<file path="config.mk">
export PLATFORM = sky130hd
export DESIGN_NAME = lif_neuron_array_flat
export DESIGN_NICKNAME = d
export VERILOG_FILES = /design/src/rtl/lif_pkg.sv /design/src/rtl/lif_neuron_array_if.sv /design/src/rtl/lif_update_unit.sv /design/src/rtl/lif_neuron_array.sv /design/src/flat_wrapper.sv
export SDC_FILE = /design/constraint.sdc
export NUM_CORES = 1
export LEC_CHECK = 0
export BUFFER_PORTS_ARGS = -buffer_cell sky130_fd_sc_hd__clkbuf_2
export CAP_MARGIN = 20
export CORE_MARGIN = 2
export CORE_UTILIZATION = 51
export CTS_CLUSTER_SIZE = 14
export DETAILED_ROUTE_END_ITERATION = 8
export PLACE_DENSITY = 0.7
export SLEW_MARGIN = 10
export SYNTH_ARGS = -nofsm -noshare
export SYNTH_HDL_FRONTEND = slang
export SYNTH_HIERARCHICAL = 1
export SYNTH_SLANG_ARGS = --single-unit
</file>
<file path="constraint.sdc">
create_clock -name clk -period 6.7 [get_ports clk]
set_input_delay 0.67 -clock clk [delete_from_list [all_inputs] [get_ports clk]]
set_output_delay 0.67 -clock clk [all_outputs]
set_load 0.01 [all_outputs]
</file>
<file path="src/rtl/lif_pkg.sv">
// Shared types, defaults and saturating arithmetic helper for the LIF neuron array.
package lif_pkg;

   typedef enum logic [1:0] {
      IDLE   = 2'd0,
      UPDATE = 2'd1,
      OUTPUT = 2'd2
   } state_e;

   localparam int unsigned DEF_N_NEURONS         = 4;
   localparam int unsigned DEF_INPUT_WIDTH       = 8;
   localparam int unsigned DEF_POTENTIAL_WIDTH   = 16;
   localparam int          DEF_THRESHOLD         = 300;
   localparam int          DEF_RESET_POTENTIAL   = 0;
   localparam int unsigned DEF_LEAK_SHIFT        = 4;
   localparam int unsigned DEF_REFRACTORY_PERIOD = 4;

   localparam int unsigned SAT_W = 64;

   // Counter width that never collapses to zero bits.
   function automatic int unsigned cnt_width(input int unsigned n);
      return (n > 1) ? $clog2(n) : 1;
   endfunction

   // Signed add clamped to the range of a w-bit two's complement value.
   function automatic logic signed [SAT_W-1:0] sat_add(input logic signed [SAT_W-1:0] a,
                                                      input logic signed [SAT_W-1:0] b,
                                                      input int unsigned             w);
      logic signed [SAT_W-1:0] s;
      logic signed [SAT_W-1:0] hi;
      logic signed [SAT_W-1:0] lo;
      s  = a + b;
      hi = (64'sd1 <<< (w - 1)) - 64'sd1;
      lo = -hi - 64'sd1;
      if (s > hi) return hi;
      if (s < lo) return lo;
      return s;
   endfunction

endpackage

</file>
<file path="src/rtl/lif_neuron_array_if.sv">
// Step/spike handshake and potential monitor bundle for lif_neuron_array.
interface lif_neuron_array_if
   import lif_pkg::*;
#(
   parameter int unsigned N_NEURONS       = DEF_N_NEURONS,
   parameter int unsigned INPUT_WIDTH     = DEF_INPUT_WIDTH,
   parameter int unsigned POTENTIAL_WIDTH = DEF_POTENTIAL_WIDTH
) ();
   localparam int unsigned IDX_W = cnt_width(N_NEURONS);

   logic                              step_valid;
   logic                              step_ready;
   logic [N_NEURONS*INPUT_WIDTH-1:0]  current_in;
   logic                              spike_valid;
   logic                              spike_ready;
   logic [N_NEURONS-1:0]              spike_out;
   logic                              busy;
   logic [IDX_W-1:0]                  mon_idx;
   logic signed [POTENTIAL_WIDTH-1:0] mon_potential;

   modport master (
      output step_valid, current_in, spike_ready, mon_idx,
      input  step_ready, spike_valid, spike_out, busy, mon_potential
   );

   modport slave (
      input  step_valid, current_in, spike_ready, mon_idx,
      output step_ready, spike_valid, spike_out, busy, mon_potential
   );
endinterface

</file>
<file path="src/rtl/lif_update_unit.sv">
// Combinational leak/integrate/saturate/threshold/refractory step for one neuron.
module lif_update_unit
   import lif_pkg::*;
#(
   parameter int unsigned INPUT_WIDTH       = DEF_INPUT_WIDTH,
   parameter int unsigned POTENTIAL_WIDTH   = DEF_POTENTIAL_WIDTH,
   parameter int          THRESHOLD         = DEF_THRESHOLD,
   parameter int          RESET_POTENTIAL   = DEF_RESET_POTENTIAL,
   parameter int unsigned LEAK_SHIFT        = DEF_LEAK_SHIFT,
   parameter int unsigned REFRACTORY_PERIOD = DEF_REFRACTORY_PERIOD,
   parameter int unsigned REFR_W            = cnt_width(REFRACTORY_PERIOD + 1)
) (
   input  logic signed [INPUT_WIDTH-1:0]     cur_i,
   input  logic signed [POTENTIAL_WIDTH-1:0] v_i,
   input  logic        [REFR_W-1:0]          refr_i,
   output logic signed [POTENTIAL_WIDTH-1:0] v_c_o,
   output logic        [REFR_W-1:0]          refr_c_o,
   output logic                              spike_c_o
);
   localparam int unsigned EXT_W = POTENTIAL_WIDTH + 2;

   logic signed [POTENTIAL_WIDTH-1:0] leak;
   logic signed [EXT_W-1:0]           sum;
   logic signed [SAT_W-1:0]           sat;

   always_comb begin
      v_c_o     = POTENTIAL_WIDTH'(RESET_POTENTIAL);
      refr_c_o  = '0;
      spike_c_o = 1'b0;
      leak      = v_i >>> LEAK_SHIFT;
      sum       = EXT_W'(v_i) - EXT_W'(leak) + EXT_W'(cur_i);
      sat       = sat_add(SAT_W'(sum), '0, POTENTIAL_WIDTH);
      if (refr_i != '0) begin
         refr_c_o = refr_i - REFR_W'(1);
      end else if (sat >= SAT_W'(THRESHOLD)) begin
         spike_c_o = 1'b1;
         refr_c_o  = REFR_W'(REFRACTORY_PERIOD);
      end else begin
         v_c_o = POTENTIAL_WIDTH'(sat);
      end
   end
endmodule

</file>
<file path="src/rtl/lif_neuron_array.sv">
// Time-multiplexed array of LIF neurons: one shared update unit walks all neurons per step.
module lif_neuron_array
   import lif_pkg::*;
#(
   parameter int unsigned N_NEURONS         = DEF_N_NEURONS,
   parameter int unsigned INPUT_WIDTH       = DEF_INPUT_WIDTH,
   parameter int unsigned POTENTIAL_WIDTH   = DEF_POTENTIAL_WIDTH,
   parameter int          THRESHOLD         = DEF_THRESHOLD,
   parameter int          RESET_POTENTIAL   = DEF_RESET_POTENTIAL,
   parameter int unsigned LEAK_SHIFT        = DEF_LEAK_SHIFT,
   parameter int unsigned REFRACTORY_PERIOD = DEF_REFRACTORY_PERIOD
) (
   input logic               clk,
   input logic               rst_n,
   lif_neuron_array_if.slave bus
);
   localparam int unsigned IDX_W  = cnt_width(N_NEURONS);
   localparam int unsigned REFR_W = cnt_width(REFRACTORY_PERIOD + 1);

   state_e                            state_q, state_d;
   logic [IDX_W-1:0]                  idx_q, idx_d;
   logic [N_NEURONS-1:0]              spike_q, spike_d;
   logic signed [INPUT_WIDTH-1:0]     cur_q  [N_NEURONS];
   logic signed [POTENTIAL_WIDTH-1:0] v_q    [N_NEURONS];
   logic [REFR_W-1:0]                 refr_q [N_NEURONS];
   logic                              accept;
   logic                              wr_en;
   logic signed [POTENTIAL_WIDTH-1:0] upd_v;
   logic [REFR_W-1:0]                 upd_refr;
   logic                              upd_spike;

   lif_update_unit #(
      .INPUT_WIDTH      (INPUT_WIDTH),
      .POTENTIAL_WIDTH  (POTENTIAL_WIDTH),
      .THRESHOLD        (THRESHOLD),
      .RESET_POTENTIAL  (RESET_POTENTIAL),
      .LEAK_SHIFT       (LEAK_SHIFT),
      .REFRACTORY_PERIOD(REFRACTORY_PERIOD),
      .REFR_W           (REFR_W)
   ) u_update (
      .cur_i    (cur_q[idx_q]),
      .v_i      (v_q[idx_q]),
      .refr_i   (refr_q[idx_q]),
      .v_c_o    (upd_v),
      .refr_c_o (upd_refr),
      .spike_c_o(upd_spike)
   );

   always_ff @(posedge clk) begin
      if (!rst_n) begin
         state_q <= IDLE;
         idx_q   <= '0;
         spike_q <= '0;
      end else begin
         state_q <= state_d;
         idx_q   <= idx_d;
         spike_q <= spike_d;
      end
   end

   always_comb begin
      state_d = state_q;
      idx_d   = idx_q;
      spike_d = spike_q;
      accept  = 1'b0;
      wr_en   = 1'b0;
      case (state_q)
         IDLE: begin
            if (bus.step_valid) begin
               accept  = 1'b1;
               state_d = UPDATE;
               idx_d   = '0;
               spike_d = '0;
            end
         end
         UPDATE: begin
            wr_en          = 1'b1;
            spike_d[idx_q] = upd_spike;
            if (idx_q == IDX_W'(N_NEURONS - 1)) state_d = OUTPUT;
            else                                idx_d   = idx_q + IDX_W'(1);
         end
         OUTPUT: begin
            if (bus.spike_ready) state_d = IDLE;
         end
         default: state_d = IDLE;
      endcase
   end

   // Neuron state storage: currents latched at acceptance, one neuron rewritten per UPDATE cycle.
   always_ff @(posedge clk) begin
      if (!rst_n) begin
         for (int i = 0; i < int'(N_NEURONS); i++) begin
            cur_q[i]  <= '0;
            v_q[i]    <= '0;
            refr_q[i] <= '0;
         end
      end else begin
         if (accept) begin
            for (int i = 0; i < int'(N_NEURONS); i++) begin
               cur_q[i] <= bus.current_in[i*INPUT_WIDTH +: INPUT_WIDTH];
            end
         end
         if (wr_en) begin
            v_q[idx_q]    <= upd_v;
            refr_q[idx_q] <= upd_refr;
         end
      end
   end

   assign bus.step_ready    = (state_q == IDLE);
   assign bus.spike_valid   = (state_q == OUTPUT);
   assign bus.busy          = (state_q != IDLE);
   assign bus.spike_out     = spike_q;
   assign bus.mon_potential = v_q[bus.mon_idx];
endmodule

</file>
<file path="src/flat_wrapper.sv">
// flat-port wrapper written by rule: the top's interface ports become plain ports
module lif_neuron_array_flat import lif_pkg::*;
#(
   parameter int unsigned N_NEURONS         = DEF_N_NEURONS,
   parameter int unsigned INPUT_WIDTH       = DEF_INPUT_WIDTH,
   parameter int unsigned POTENTIAL_WIDTH   = DEF_POTENTIAL_WIDTH,
   parameter int          THRESHOLD         = DEF_THRESHOLD,
   parameter int          RESET_POTENTIAL   = DEF_RESET_POTENTIAL,
   parameter int unsigned LEAK_SHIFT        = DEF_LEAK_SHIFT,
   parameter int unsigned REFRACTORY_PERIOD = DEF_REFRACTORY_PERIOD
)
  (clk, rst_n, bus_step_valid, bus_current_in, bus_spike_ready, bus_mon_idx, bus_step_ready, bus_spike_valid, bus_spike_out, bus_busy, bus_mon_potential);
  lif_neuron_array_if #(.N_NEURONS(N_NEURONS), .INPUT_WIDTH(INPUT_WIDTH), .POTENTIAL_WIDTH(POTENTIAL_WIDTH)) bus_i ();
  input logic clk;
  input logic rst_n;
  input wire logic [$bits(bus_i.step_valid)-1:0] bus_step_valid;
  input wire logic [$bits(bus_i.current_in)-1:0] bus_current_in;
  input wire logic [$bits(bus_i.spike_ready)-1:0] bus_spike_ready;
  input wire logic [$bits(bus_i.mon_idx)-1:0] bus_mon_idx;
  output wire logic [$bits(bus_i.step_ready)-1:0] bus_step_ready;
  output wire logic [$bits(bus_i.spike_valid)-1:0] bus_spike_valid;
  output wire logic [$bits(bus_i.spike_out)-1:0] bus_spike_out;
  output wire logic [$bits(bus_i.busy)-1:0] bus_busy;
  output wire logic [$bits(bus_i.mon_potential)-1:0] bus_mon_potential;
  assign bus_i.step_valid = bus_step_valid;
  assign bus_i.current_in = bus_current_in;
  assign bus_i.spike_ready = bus_spike_ready;
  assign bus_i.mon_idx = bus_mon_idx;
  assign bus_step_ready = bus_i.step_ready;
  assign bus_spike_valid = bus_i.spike_valid;
  assign bus_spike_out = bus_i.spike_out;
  assign bus_busy = bus_i.busy;
  assign bus_mon_potential = bus_i.mon_potential;
  lif_neuron_array #(.N_NEURONS(N_NEURONS), .INPUT_WIDTH(INPUT_WIDTH), .POTENTIAL_WIDTH(POTENTIAL_WIDTH), .THRESHOLD(THRESHOLD), .RESET_POTENTIAL(RESET_POTENTIAL), .LEAK_SHIFT(LEAK_SHIFT), .REFRACTORY_PERIOD(REFRACTORY_PERIOD)) u_core (.clk(clk), .rst_n(rst_n), .bus(bus_i));
endmodule
</file>
==> impl_metrics.toml, run 1 <==
[sta]
tightest_slew_ns = 1.09
fin_setup_tns_ns = 0
relSlewSlack_pct = 27.0
fin_hold_ws_ns = 0.482
setup_ws_ns = 0.350
grt_setup_unrepaired = "false"
drv_slew = 0
max_freq_ghz = 0.157
min_period_over_period_pct = 94.8
finalHoldViolations = 0
setup_viol = 0
skew_ns = 0.00891
min_period_ns = 6.35

[cells_and_area]
area_growth_pct = 14.7
multi_input_area_mm2 = 0.00351
drive_above_1_share_pct = 26.9
fillerInstances = 1119
antennaDiodeCount = 0
seq_area_mm2 = 0.00344
fin_cells = 835
nets = 721

[synth]
yosysTopAreaCell = "edfxtp_1"
synthCells = 581
syn-cell-area_mm2 = 0.00733
synth.top_cell.area_share_pct = 44.2
synth-warning-count = 6
synth-seq-cells = 118
ys_types = 68
yosysSeqAreaShare_pct = 46.9
synthTopCellsByArea = "edfxtp_1, mux4_2, and2_1"
syn_nets = 660
synth_top_flop_cell = "edfxtp_1"
syn_area_per_cell_um2 = 12.6
synth_edf_count = 108
async_flop_share_pct = 0

[placed_design]
pre_cts_slack_ns = 0.337
gp_routability_congestion = 1.01
numPortBuffers = 60
hpwl_um = 12000
dpl.cell_count = 803

[grt]
grt_pass1_wl_um = 26200
grt_max_degree = 33
grt_pass1_vias = 4996
antenna_found_initial = 0
track_usage_pct = 23.3
grt-ovfl-total = 0

[power_and_ir_drop]
p_leak_nw = 3.39
p_sw_mw = 1.04
vdd_ir_drop_max_mv = 0.193
clockPowerShare_pct = 29.5
p_comb_share_pct = 40.2
p_total_mw = 2.88
swShare_pct = 36.1
p_int_mw = 1.84
p_seq_share_pct = 30.3
p_per_area_mw_per_mm2 = 342

[clock_tree]
cts-resized-gates = 0
cts_buffer_depth = 2
cts-root-buf = "clkbuf_16"
hold_buffers = 0
cts_setup_buffers = 0
cts_sinks = 118
path_clk_slew_ns = 0.05
cts-htree-levels = 4
cts_tree = "yes"
cts_buffers = 17
clock_latency_ns = 0.41

[setup_path]
start_kind = "flop"
cpLargestDelayFamily = "compound AO/OA/AOI/OAI gates"
cp.buffers_inverters = 4
worstSetupPathType = "reg -> reg"
path_cells = "buf_4, mux4_2, clkinvlp_4, fa_1, inv_1, ha_1, a21oi_1, o21ai_0, a41oi_1, nor3_2, o31a_1, inv_1, nand3_1, ha_1, nor2b_1, mux2i_1, or3b_2, or4_4, a2111oi_2, and2_1"
endpoint_kind = "flop"
cp_max_fo = 14
slowest_delay_ns = 0.62
worstPathRequired_ns = 6.97
cp_slowest_cell = "fa_1"
arrival_ns = 6.62

[floorplanning]
die-area_mm2 = 0.0154
start_util_pct = 52.4
num_rows = 43
die_h_um = 124
ioPinCount = 61
die_w_um = 124
core_mm2 = 0.0140

[drt]
viasPerCell = 5.71
dr.pass1.iters = 5
wirelength_um = 16700
antenna_left = 0
wl_per_cell_um = 19.9
num_vias = 4770
drc = 0
drt_iter0_drc = 349

[outcome]
status = "finished, final reports clean"

[flow_run]
maxCapViolCount = 0

[min_path]
hp-class = "reg -> reg"
==> per-stage QoR <==
stage                     util [%]  instance area (um^2)
final                         60.1                  8410
after global routing          60.1                  8410
after CTS                     60.1                  8410
after detailed placement      56.1                  7840
after global placement        55.7                  7790
after floorplan                  -                  7330
==> cells by family (layout without fill, tap and decap cells) <==
logic type	count (synthesis)	count (layout)	share of synthesized area (%)
adders and majority gates	41	41	8.53
xor gates and xnor gates	12	12	1.43
and+or+nand+nor	202	202	16.6
muxes	45	45	13.5
DFF	118	118	46.9
buffers and inverters	89	163	5.51
AOI/OAI and AO/OA	74	74	7.47
==> flip-flops by register name (all words and copies together), names as in the netlist, named ones only <==
register              flops
u_core/v_q               64
u_core/cur_q             32
u_core/refr_q            12
u_core/bus.spike_out      4
u_core/idx_q              2
u_core/state_q            2
==> final cells by class <==
| type | count | share of cell area (%) |
|---|---|---|
| Tap cell | 180 | 2.68 |
| Multi-Input combinational cell | 374 | 41.7 |
| Inverter | 59 | 2.68 |
| Clock inverter | 7 | 0.476 |
| Sequential cell | 118 | 40.9 |
| Timing Repair Buffer | 72 | 5.26 |
| Clock buffer | 25 | 6.28 |
==> worst min-delay path: cells and delay by family, from the launching register on <==
| kind | cells | cell delay (ns) |
|---|---|---|
| AO/OA/AOI/OAI | 1 | 0.07 |
| flip-flops | 1 | 0.31 |
| AND/OR/NAND/NOR | 1 | 0.06 |
==> cells in the mapped netlist (6+ instances only) <==
cell type	n
a21o_1	7
a21oi_1	21
and2_1	109
buf_6	6
clkbuf_1	8
dfxtp_1	10
edfxtp_1	108
fa_1	15
ha_1	26
inv_1	57
mux4_2	43
nand2_1	28
nor2_1	14
nor2b_1	6
o21ai_0	14
xnor2_1	7
==> final timing paths <==
path / start / end / slack (ns) / depth (start not counted)
worst min-delay path: u_core/bus.spike_out[3]$_SDFFE_PN0P_ / u_core/bus.spike_out[3]$_SDFFE_PN0P_ / 0.48 / 2
worst min register to register: u_core/bus.spike_out[3]$_SDFFE_PN0P_ / u_core/bus.spike_out[3]$_SDFFE_PN0P_ / 0.48 / 2
worst max-delay path: flop / u_core/v_q[2][1]$_SDFFCE_PN0P_ / 0.35 / 20
worst max register to register: flop / u_core/v_q[2][1]$_SDFFCE_PN0P_ / 0.35 / 20
==> power by group through the flow <==
stage          combinational [mW]  clock [mW]  sequential, mW
2_1_floorplan               0.854           0           0.879
6_report                     1.16       0.849           0.873
4_1_cts                      1.14       0.863           0.873
3_3_place_gp                 1.10           0           0.884
3_5_place_dp                 1.13           0           0.888
5_1_grt                      1.25       0.900           0.878
==> per-layer routing <==
layer	track usage [%]	vias to the layer above	routed length, um
li1	-	2216	-
met1	28.6	2374	6890
met2	40.7	158	8770
met3	4.81	22	724
met4	8.57	0	267
met5	0	-	0
==> placed cells by master, fill, tap and decap left out, types with 9 or more instances in the layout <==
cell / n
edfxtp_1: 108
o21ai_0: 12
mux4_2: 43
fa_1: 15
a21oi_1: 21
ha_1: 26
and2_1: 109
buf_4: 9
clkbuf_2: 60
nand2_1: 28
nor2_1: 14
dfxtp_1: 9
inv_1: 56
clkbuf_16: 19
Power figures use the tool's default switching activity.
==> inputs of run 2 (changes only) <==
==> constraint.sdc (replaced) <==
create_clock -name clk -period 7.1 [get_ports clk]
set_input_delay 0.71 -clock clk [delete_from_list [all_inputs] [get_ports clk]]
set_output_delay 0.71 -clock clk [all_outputs]
set_load 0.01 [all_outputs]
==> impl_metrics.toml, run 2 (synthesis gave the netlist of run 1 again) <==
[outcome]
status = "finished, final reports clean"

[cells_and_area]
fillerInstances = 1109
regMostFlops = "u_core/v_q"
layout_commonest_cell = "and2_1"
most-common-layout-cells = "and2_1, edfxtp_1, clkbuf_2"
drive_above_1_share_pct = 27.1
area_growth_pct = 15.4
top_regs = "u_core/v_q (64), u_core/cur_q (32), u_core/refr_q (12)"
fin_cells = 834
largest_reg_flops = 64
nets = 720
antennaDiodeCount = 0
post-route-util_pct = 60.5

[setup_path]
crit_path_frequent_cell = "ha_1"
arrival_ns = 6.67
path_cells = "buf_12, mux4_2, fa_1, inv_1, ha_1, nand2_1, o31ai_4, a21boi_2, o41ai_1, xor2_1, nand3_1, ha_1, nor2b_1, mux2i_1, or3b_2, or4_4, a2111oi_2, and2_1"
worstPathRequired_ns = 7.38
worstSetupPathType = "reg -> reg"
slowest_delay_ns = 0.62
endpoint_kind = "flop"
cp_slowest_cell = "mux4_2"
cp_max_fo = 26
start_kind = "flop"

[clock_tree]
cts-root-buf = "clkbuf_16"
cts_buffers = 17
path_clk_slew_ns = 0.05
cts_sinks = 118
hold_buffers = 0
cts-htree-levels = 4
cts_setup_buffers = 0
cts_tree = "yes"
cts_buffer_depth = 2
cts-resized-gates = 0
clock_latency_ns = 0.42

[grt]
grt_pass1_vias = 4801
grt_max_degree = 33
track_usage_pct = 23.1
grt_pass1_wl_um = 25500
grt-ovfl-total = 0
antenna_found_initial = 0

[drt]
antenna_left = 0
drc = 0
num_vias = 4715
viasPerCell = 5.65
wirelength_um = 16500
dr.pass1.iters = 5
wl_per_cell_um = 19.7
drt_iter0_drc = 337

[sta]
grt_setup_unrepaired = "false"
skew_ns = 0.0123
setup_viol = 0
max_freq_ghz = 0.157
tightest_slew_ns = 1.10
fin_setup_tns_ns = 0
drv_slew = 0
min_period_ns = 6.39
relSlewSlack_pct = 26.0
min_period_over_period_pct = 89.9
finalHoldViolations = 0

[placed_design]
hpwl_um = 11600
gp_routability_congestion = 0.871
numPortBuffers = 60
dpl.cell_count = 802

[flow_run]
maxCapViolCount = 0

[floorplanning]
die_h_um = 124
die-area_mm2 = 0.0154
core_mm2 = 0.0140
num_rows = 43
die_w_um = 124
ioPinCount = 61
start_util_pct = 52.4

[power_and_ir_drop]
vdd_ir_drop_max_mv = 0.187
p_per_area_mw_per_mm2 = 332
p_leak_nw = 3.40

[min_path]
hp-class = "reg -> reg"
## run 2: layout make-up
type	count	area, um^2	area share [%]
inverter	59	221	2.62
clock buffer	19	453	5.35
clock inverter	13	179	2.11
timing repair buffer	71	430	5.09
sequential	118	3440	40.7
tap	180	225	2.66
multi-input combinational	374	3510	41.5
## run 2: report_power, final
part | internal, mW | switching, mW
combinational | 0.416 | 0.668
sequential | 0.805 | 0.0181
clock | 0.602 | 0.298
## run 2: through the flow
| step | total power [mW] | hold WS (ns) | area, um^2 | worst slack [ns] |
|---|---|---|---|---|
| after floorplan | 1.63 | 0.497 | 7330 | 1.28 |
| after global placement | 1.88 | 0.461 | 7770 | 0.973 |
| after detailed placement | 1.90 | 0.469 | 7830 | 0.864 |
| after CTS | 2.80 | 0.477 | 8460 | 0.855 |
| after global routing | 2.95 | 0.505 | 8460 | 0.465 |
| final | 2.81 | 0.477 | 8460 | 0.714 |
## run 2: final timing paths
| check | start | endpoint | slack (ns) | depth (start not counted) |
|---|---|---|---|---|
| worst min-delay path | u_core/bus.spike_out[0]$_SDFFE_PN0P_ | u_core/bus.spike_out[0]$_SDFFE_PN0P_ | 0.48 | 2 |
| worst max register to register | flop | u_core/v_q[0][11]$_SDFFCE_PN0P_ | 0.71 | 18 |
| worst min register to register | u_core/bus.spike_out[0]$_SDFFE_PN0P_ | u_core/bus.spike_out[0]$_SDFFE_PN0P_ | 0.48 | 2 |
| worst max-delay path | flop | u_core/v_q[0][11]$_SDFFCE_PN0P_ | 0.71 | 18 |
## run 2: critical path, delay by kind of cell, from the launching register on
family | cells | cell delay [ns]
muxes | 2 | 0.80
adders and majority gates | 3 | 1.27
AOI/OAI and AO/OA | 4 | 1.46
xor gates and xnor gates | 1 | 0.45
DFF | 1 | 0.36
and+or+nand+nor | 6 | 1.58
buffers and inverters | 2 | 0.30
## run 2: per-layer routing
metal	wire, um	global-route usage [%]	up-vias
met1	6980	29.5	2326
met5	0	0	-
met3	676	5.63	26
met4	348	8.15	0
li1	-	-	2221
met2	8460	38.8	142
==> inputs of run 3 (changes only) <==
--- a/config.mk
+++ b/config.mk
@@ -7,7 +7,7 @@
 export LEC_CHECK = 0
 export BUFFER_PORTS_ARGS = -buffer_cell sky130_fd_sc_hd__clkbuf_2
 export CAP_MARGIN = 20
-export CORE_MARGIN = 2
+export CORE_MARGIN = 5
 export CORE_UTILIZATION = 51
 export CTS_CLUSTER_SIZE = 14
 export DETAILED_ROUTE_END_ITERATION = 8
@@ -15,5 +15,4 @@
 export SLEW_MARGIN = 10
 export SYNTH_ARGS = -nofsm -noshare
 export SYNTH_HDL_FRONTEND = slang
-export SYNTH_HIERARCHICAL = 1
 export SYNTH_SLANG_ARGS = --single-unit
==> impl_metrics.toml, run 3 <==
[setup_path]
path_cells = "buf_4, mux4_2, fa_1, inv_1, ha_1, and3_1, and4_1, a211oi_2, xnor2_1, nand2_1, or2_2, ha_1, buf_4, a311oi_1, o41ai_2, nand4_2, buf_4, nor4_1"
cp.buffers_inverters = 4
r2r-end = "u_core.v_q[0][3]$_SDFFCE_PN0P_"
worstSetupPathType = "reg -> reg"
worstPathRequired_ns = 7.31
arrival_ns = 6.72
crit_path_frequent_cell = "buf_4"
cp_max_fo = 26
endpoint_kind = "flop"
ff2ff_path_depth = 18
start_kind = "flop"
cp_slowest_cell = "dfxtp_1"
slowest_delay_ns = 0.59
cpLargestDelayFamily = "simple AND/OR/NAND/NOR gates"
ff2ff_setup_slack_ns = 0.58

[floorplanning]
die-area_mm2 = 0.0163
start_util_pct = 51.4
die_h_um = 128
ioPinCount = 61
core_mm2 = 0.0138
num_rows = 43
die_w_um = 128

[sta]
fin_hold_ws_ns = 0.478
grt_setup_unrepaired = "false"
relSlewSlack_pct = 32.3
min_period_over_period_pct = 91.8
setup_viol = 0
min_period_ns = 6.52
max_freq_ghz = 0.153
setup_ws_ns = 0.584
fin_setup_tns_ns = 0
skew_ns = 0.00810
tightest_slew_ns = 1.01
finalHoldViolations = 0
drv_slew = 0

[clock_tree]
cts-resized-gates = 0
cts-htree-levels = 4
hold_buffers = 0
cts_setup_buffers = 0
cts_buffers = 17
cts-root-buf = "clkbuf_16"
cts_sinks = 118
path_clk_slew_ns = 0.05
cts_buffer_depth = 2
clock_latency_ns = 0.42
cts_tree = "yes"

[synth]
ys_types = 54
synthTopCellsByArea = "edfxtp_1, mux4_2, ha_1"
synth.top_cell.area_share_pct = 45.8
synth-seq-cells = 118
yosysSeqAreaShare_pct = 48.6
synthCells = 574
synth.top_cells.by_count = "edfxtp_1, inv_1, mux4_2"
synth_most_common_cell = "edfxtp_1"
synth-warning-count = 0
syn-cell-area_mm2 = 0.00708
syn_nets = 653
yosysTopAreaCell = "edfxtp_1"
synth_edf_count = 108
syn_area_per_cell_um2 = 12.3
async_flop_share_pct = 0
synth_top_flop_cell = "edfxtp_1"

[grt]
grt_max_degree = 34
antenna_found_initial = 0
track_usage_pct = 21.6
grt-ovfl-total = 0
grt_pass1_vias = 4915
grt_pass1_wl_um = 26600

[cells_and_area]
drive_above_1_share_pct = 24.6
antennaDiodeCount = 0
regMostFlops = "u_core.v_q"
post-route-util_pct = 59.2
layout_commonest_cell = "edfxtp_1"
top_regs = "u_core.v_q (64), u_core.cur_q (32), u_core.refr_q (12)"
nets = 707
largest_reg_flops = 64
most-common-layout-cells = "edfxtp_1, inv_1, clkbuf_2"
area_growth_pct = 15.1

[drt]
drt_iter0_drc = 370
wl_per_cell_um = 20.4
num_vias = 4799
antenna_left = 0
viasPerCell = 5.85
drc = 0
dr.pass1.iters = 5
wirelength_um = 16700

[min_path]
whs_path_depth = 2
hp-start = "u_core.bus.spike_out[3]$_SDFFE_PN0P_"
hp-class = "reg -> reg"
hold_end = "u_core.bus.spike_out[3]$_SDFFE_PN0P_"

[placed_design]
pre_cts_slack_ns = 0.708
gp_routability_congestion = 0.930
numPortBuffers = 60
hpwl_um = 11800

[power_and_ir_drop]
vdd_ir_drop_max_mv = 0.171
p_leak_nw = 3.21
p_per_area_mw_per_mm2 = 350

[outcome]
status = "finished, final reports clean"

[flow_run]
maxCapViolCount = 0
==> run 3: changes by cell type after synthesis, moves of 6 or more <==
cell      previous run  this run
a211oi_1             1         7
a21oi_1             21        15
and2_1             109        34
buf_6                6         0
clkbuf_1             8        29
nor2_1              14        33
nor3_1               5        37
nor4_1               2        18
o21ai_0             14         5
==> run 3: kinds of logic (layout without fill, tap and decap cells) <==
family / Yosys count / count (layout) / share of synthesized area [%]
fa+ha+maj: 41 / 41 / 8.84
flops: 118 / 118 / 48.6
xor+xnor: 15 / 15 / 1.96
simple gates: 188 / 188 / 13.9
compound gates: 68 / 68 / 7.00
mux: 49 / 49 / 14.6
buf+inv: 95 / 162 / 5.07
==> run 3: how the worst max path moves through the flow <==
stage / startpoint / end / slack, ns / cells past startpoint
floorplan: flop / u_core.v_q[2][7]$_SDFFCE_PN0P_ / 0.82 / 23
global placement: flop / u_core.v_q[2][3]$_SDFFCE_PN0P_ / 0.86 / 18
detailed placement: flop / u_core.v_q[2][5]$_SDFFCE_PN0P_ / 0.71 / 18
CTS: flop / u_core.v_q[2][9]$_SDFFCE_PN0P_ / 0.63 / 18
global route: flop / u_core.v_q[2][5]$_SDFFCE_PN0P_ / 0.11 / 18
finish: flop / u_core.v_q[0][3]$_SDFFCE_PN0P_ / 0.58 / 18
==> run 3: worst register-to-register path, cell delays in order (launching register included) <==
cell and delay [ns]:
dfxtp_1 0.59, buf_4 0.35, mux4_2 0.51, fa_1 0.57
inv_1 0.04, ha_1 0.35, and3_1 0.26, and4_1 0.26
a211oi_2 0.37, xnor2_1 0.21, nand2_1 0.08, or2_2 0.27
ha_1 0.48, buf_4 0.34, a311oi_1 0.10, o41ai_2 0.40
nand4_2 0.42, buf_4 0.37, nor4_1 0.32
==> run 3: layout make-up <==
| type | count | area (um^2) |
|---|---|---|
| Timing Repair Buffer | 69 | 408 |
| Multi-Input combinational cell | 361 | 3280 |
| Inverter | 61 | 229 |
| Sequential cell | 118 | 3440 |
| Clock buffer | 17 | 425 |
| Clock inverter | 15 | 138 |
| Fill cell | 1107 | 5630 |
| Tap cell | 180 | 225 |
==> run 3: report_power, final <==
group | switching [mW] | internal [mW] | total (mW)
Clock | 0.303 | 0.509 | 0.812
Combinational | 0.789 | 0.423 | 1.21
Sequential | 0.0208 | 0.805 | 0.826
Total | 1.11 | 1.74 | 2.85
==> run 3: metrics by stage <==
step	cells	area [um^2]	total power, mW
global placement	787	7540	2.00
floorplan	574	7080	1.70
detailed placement	787	7540	2.02
global route	821	8150	3.01
finish	821	8150	2.85
CTS	819	8110	2.84
==> run 3: layer usage <==
metal | wire length (um) | share of wire (%) | global-route usage [%]
met5 | 0 | 0 | 0
met4 | 265 | 1.6 | 6.12
met3 | 922 | 5.5 | 4.96
met2 | 8400 | 50 | 35.2
met1 | 7130 | 43 | 29.4
